File: src/rtl/uart_tx_cfg.sv
// Parametrised UART transmitter: valid/ready host side, LSB-first serial line with
// optional parity and one or two stop bits.
//
//   state    | meaning
//   ---------+------------------------------------------------------------
//   S_IDLE   | line high, ready for a word
//   S_START  | start bit (tx=0)
//   S_DATA   | data bits, LSB first, one per bit period
//   S_PARITY | parity bit (only reached when PARITY != 0)
//   S_STOP   | stop bit(s), tx=1, bit_count advances per stop bit
module uart_tx_cfg #(
  parameter int DATA_BITS    = 8,
  parameter int CLKS_PER_BIT = 1736,
  parameter int PARITY       = 0,
  parameter int STOP_BITS    = 1
) (
  input  logic                 clk,
  input  logic                 reset,
  input  logic [DATA_BITS-1:0] data,
  input  logic                 valid,
  output logic                 ready,
  output logic                 tx,
  output logic                 busy,
  output logic                 baud,
  output logic [3:0]           bit_count
);

  localparam int CNT_W = (CLKS_PER_BIT > 1) ? $clog2(CLKS_PER_BIT) : 1;
  localparam logic [CNT_W-1:0] CNT_MAX = CNT_W'(CLKS_PER_BIT - 1);
  localparam int PAR_EN = (PARITY != 0) ? 1 : 0;
  localparam logic PAR_ODD = (PARITY == 2);
  localparam logic [3:0] LAST_DATA = 4'(DATA_BITS);
  localparam logic [3:0] LAST_BIT  = 4'(DATA_BITS + PAR_EN + STOP_BITS);

  if (DATA_BITS < 5 || DATA_BITS > 9) begin : g_bad_data_bits
    $error("uart_tx_cfg: DATA_BITS must be 5..9");
  end
  if (CLKS_PER_BIT < 2) begin : g_bad_clks_per_bit
    $error("uart_tx_cfg: CLKS_PER_BIT must be >= 2");
  end
  if (PARITY < 0 || PARITY > 2) begin : g_bad_parity
    $error("uart_tx_cfg: PARITY must be 0, 1 or 2");
  end
  if (STOP_BITS < 1 || STOP_BITS > 2) begin : g_bad_stop_bits
    $error("uart_tx_cfg: STOP_BITS must be 1 or 2");
  end

  typedef enum logic [2:0] {
    S_IDLE,
    S_START,
    S_DATA,
    S_PARITY,
    S_STOP
  } state_t;

  state_t               state, state_nxt;
  logic [CNT_W-1:0]     baud_cnt;
  logic [DATA_BITS-1:0] shift_q;
  logic                 parity_q;
  logic [3:0]           bit_cnt_q;
  logic                 accept;
  logic                 bit_end;

  assign accept    = valid && (state == S_IDLE);
  assign bit_end   = (state != S_IDLE) && (baud_cnt == CNT_MAX);
  assign ready     = (state == S_IDLE);
  assign busy      = ~ready;
  assign baud      = bit_end;
  assign bit_count = bit_cnt_q;

  always_ff @(posedge clk) begin
    if (reset) state <= S_IDLE;
    else       state <= state_nxt;
  end

  always_comb begin
    state_nxt = state;
    tx        = 1'b1;
    case (state)
      S_IDLE: begin
        if (accept) state_nxt = S_START;
      end
      S_START: begin
        tx = 1'b0;
        if (bit_end) state_nxt = S_DATA;
      end
      S_DATA: begin
        tx = shift_q[0];
        if (bit_end && bit_cnt_q == LAST_DATA)
          state_nxt = (PAR_EN != 0) ? S_PARITY : S_STOP;
      end
      S_PARITY: begin
        tx = parity_q;
        if (bit_end) state_nxt = S_STOP;
      end
      S_STOP: begin
        if (bit_end && bit_cnt_q == LAST_BIT) state_nxt = S_IDLE;
      end
      default: state_nxt = S_IDLE;
    endcase
  end

  // Shift register and parity are loaded only on acceptance, so data may change freely mid-frame.
  always_ff @(posedge clk) begin
    if (reset) begin
      baud_cnt  <= '0;
      shift_q   <= '0;
      parity_q  <= 1'b0;
      bit_cnt_q <= 4'd0;
    end else begin
      if (accept) begin
        shift_q  <= data;
        parity_q <= (^data) ^ PAR_ODD;
      end else if (bit_end && state == S_DATA) begin
        shift_q <= shift_q >> 1;
      end

      if (state == S_IDLE || bit_end) baud_cnt <= '0;
      else                            baud_cnt <= baud_cnt + CNT_W'(1);

      if (state_nxt == S_IDLE) bit_cnt_q <= 4'd0;
      else if (bit_end)        bit_cnt_q <= bit_cnt_q + 4'd1;
    end
  end

endmodule
File: config.mk
export PLATFORM = sky130hd
export DESIGN_NAME = uart_tx_cfg
export DESIGN_NICKNAME = d
export VERILOG_FILES = /design/src/rtl/uart_tx_cfg.sv
export SDC_FILE = /design/constraint.sdc
export NUM_CORES = 1
export LEC_CHECK = 0
export BUFFER_PORTS_ARGS = -buffer_cell sky130_fd_sc_hd__buf_2
export CELL_PAD_IN_SITES_DETAIL_PLACEMENT = 1
export CELL_PAD_IN_SITES_GLOBAL_PLACEMENT = 1
export CORE_UTILIZATION = 37
export CTS_BUF_LIST = sky130_fd_sc_hd__clkbuf_16
export CTS_CLUSTER_SIZE = 10
export DETAILED_ROUTE_END_ITERATION = 16
export GPL_TIMING_DRIVEN = 0
export HOLD_SLACK_MARGIN = 0.15
export PLACE_DENSITY = 0.77
export SLEW_MARGIN = 10
export SYNTH_ARGS = -nofsm -noshare
export SYNTH_HDL_FRONTEND = slang
export SYNTH_SLANG_ARGS = --single-unit
File: constraint.sdc
create_clock -name clk -period 2.1 [get_ports clk]
set_input_delay 0.63 -clock clk [delete_from_list [all_inputs] [get_ports clk]]
set_output_delay 0.63 -clock clk [all_outputs]
set_load 0.02 [all_outputs]
==> metrics <==
outcome complete, but fails checks; violated checks negative setup slack; clock buffer depth 2; largest cells by area after synthesis dfxtp_1 41%, xnor2_1 9.2%, nor2_1 7.6%; Worst Skew 0.00283 ns; Hold Path Class flop to flop; Non-Filler Instances 241; Reg clk slew, reported paths 0.07 ns; Fmax 465 MHz; final setup violation count 4; register share of total power 47.0%; CTS Sinks 27; Worst Path Max Fanout 2; Critical R2R Capture shift_q[5]$_SDFFE_PP0P_; clock network power share 37.4%; P_leak 0.687 nW; crit path to baud; Cell variety after synth 34; R2R cell count 9; Mapped Area 0.00133 mm2; CTS Root Cell clkbuf_16; Tmin final 2.15 ns; Worst-Skew Late Latency 0.26 ns; largest net degree at the start of global routing 16; Max VDD drop 509 uV; row cnt 21; # nets final 211; Worst Path Arrival 1.52 ns; max-slew violation count 0; worst slew pin tran 0.568 ns; Seq cells post-synth 27; Initial Util 39.3%; worst reg2reg startpoint baud_cnt[0]$_SDFF_PP0_; CTS tree built; Comb pwr share 15.6%; vias in the first global route 1224; post-placement cell count 220; Top FF cell, synth dfxtp_1; total track usage 21.2%; initial antenna violation count 0; cell taking the most area after synthesis dfxtp_1; share of the synthesized area in the top cell type 40.6%; final wirelength 3940 um; unrepaired setup endpoints after global routing true; IO buf count 18; H-Tree Depth 1; P_sw 0.297 mW; Setup CP Type flop to primary output; Tcrit/Tclk final 102%; Initial DRT Pass Iterations 6; die width 62.0 um; count of final hold-check violations 0; hold path depth 2; async set-reset flop share out of synthesis 0%; ratio of cells with drive above 1 in the final layout 28.7%; Vias/cell 5.20; Die Span Y 62.0 um; cell-internal power 0.867 mW; Boundary Pins 19; DRC 0; Net Sw Frac 25.5%; sequential-to-total area share from yosys stat 40.6%; Slew HR 62.1%; die area 0.00384 mm2; Post-Place Cell Area 0.00148 mm2; CORE AREA 0.00339 mm2; final core occ 52.7%; max cap viols 0; Mapped Cells 156; DR WL/cell 16.3 um; Post-Syn Nets 171; Worst setup EP type primary output; via count 1253; post-layout instance area 0.00179 mm2; Mapped Avg Cell Area 8.53 um2; YS warnings 0; Antenna Nets Post-Route 0; HPWL after DPL 2470 um; RD Place Congestion 0.772; pwr/cell area 652 mW/mm2; setup slack, reg-to-reg -0.03 ns; global route total overflow 0; DRT iter0 DRCs 42; slack of the critical path -0.0504 ns; aggregate negative setup slack -0.107 ns; crit path from baud_cnt[0]$_SDFF_PP0_; Post-synth EDFFs 0; Startpoint Class flop; TritonCTS Buffers 3; Area Overhead vs Synth 34.1%; first-pass GRT wire length 5800 um; CP required 1.47 ns; n_diodes 0
cells by family (layout without fill, tap and decap cells):
group	count (synthesis)	in the layout	share of synthesized area [%]
XOR/XNOR	19	19	12.5
AND/OR/NAND/NOR	74	74	25.4
adder cells (fa/ha/maj)	4	4	3.76
AO/OA/AOI/OAI	20	20	13.5
buffers and inverters	11	50	3.48
multiplexers	1	1	0.752
flip-flops	27	27	40.6
per-layer routing:
metal  share of wire, %  GRT usage, %  vias to the layer above
li1                   -             -                      602
met1                 40          23.4                      624
met2                 57          41.3                       21
met3                2.0          5.18                        6
met4                1.0          2.86                        0
met5                  0             0                        -
synthesized netlist by cell type, types with 2 or more instances:
library cell	n
inv_2	2
nor2b_1	3
xnor2_1	14
a21oi_1	3
nor2_1	27
nand3_1	7
nor3_1	2
xor2_1	5
nand2_1	23
clkbuf_1	2
a311oi_2	2
ha_1	4
inv_1	5
a311oi_1	4
a211oi_1	2
nand4bb_1	2
and3_1	3
and2_1	3
dfxtp_1	27
o21bai_1	2
repair_timing:
item	in CTS	in global routing
resized for setup	14	6
hold buffers	0	0
buffers inserted	13	6
cloned	0	1
endpoints found under the setup margin	12	14
endpoints found under the hold margin	0	0
pin swaps	7	12
registers in the layout (all words and copies together) (netlist names):
| register | cells |
|---|---|
| shift_q | 8 |
| bit_count | 4 |
| parity_q | 1 |
| state | 3 |
| baud_cnt | 11 |
power groups by stage:
stage	logic [mW]	registers, mW	clock network [mW]
final	0.181	0.548	0.435
after global routing	0.198	0.550	0.463
after CTS	0.163	0.547	0.447
after detailed placement	0.153	0.559	0
after global placement	0.146	0.557	0
after floorplan	0.109	0.554	0
layout by cell type, fill, tap and decap left out, types with 2 or more instances in the layout:
cell | synthesis | final
a311oi_2 | 2 | 2
a311oi_1 | 4 | 4
inv_1 | 5 | 5
clkbuf_1 | 2 | 2
a21oi_1 | 3 | 3
buf_2 | 1 | 18
nor2_1 | 27 | 26
and2_1 | 3 | 3
nor2b_1 | 3 | 2
nand3_1 | 7 | 7
dfxtp_1 | 27 | 25
xnor2_1 | 14 | 14
nand2_1 | 23 | 23
xor2_1 | 5 | 5
inv_2 | 2 | 2
buf_6 | 0 | 3
buf_4 | 1 | 15
ha_1 | 4 | 3
o21bai_1 | 2 | 2
and3_1 | 3 | 3
clkbuf_16 | 0 | 3
worst min path at each step:
stage               slack (ns)                 endpoint               startpoint
finish                    0.49  shift_q[3]$_SDFFE_PP0P_  shift_q[3]$_SDFFE_PP0P_
global route              0.52  shift_q[3]$_SDFFE_PP0P_  shift_q[4]$_SDFFE_PP0P_
CTS                       0.50  shift_q[3]$_SDFFE_PP0P_  shift_q[4]$_SDFFE_PP0P_
detailed placement        0.46   baud_cnt[0]$_SDFF_PP0_   baud_cnt[0]$_SDFF_PP0_
global placement          0.44   baud_cnt[0]$_SDFF_PP0_   baud_cnt[0]$_SDFF_PP0_
floorplan                 0.43   baud_cnt[0]$_SDFF_PP0_   baud_cnt[0]$_SDFF_PP0_
critical path, cell delays in order, from the launching register on:
cell	delay, ns
dfxtp_4	0.36
ha_4	0.13
nand4bb_1	0.15
or3_4	0.39
nor2_4	0.11
buf_6	0.12
stage by stage:
stage / hold WS, ns / setup slack (ns) / power, mW
floorplan: 0.430 / 0.0731 / 0.664
global placement: 0.444 / -0.117 / 0.703
detailed placement: 0.458 / -0.204 / 0.712
CTS: 0.501 / -0.205 / 1.16
global route: 0.518 / -0.123 / 1.21
finish: 0.495 / -0.0504 / 1.16
area by class of cell:
| class | count | area [um2] |
|---|---|---|
| tap | 46 | 57.6 |
| buffer | 3 | 18.8 |
| timing repair buffer | 36 | 245 |
| inverter | 7 | 26.3 |
| clock buffer | 3 | 75.1 |
| sequential | 27 | 546 |
| multi-input combinational | 118 | 812 |
| clock inverter | 1 | 5.00 |
| fill | 405 | 1600 |
Power figures use the tool's default switching activity.
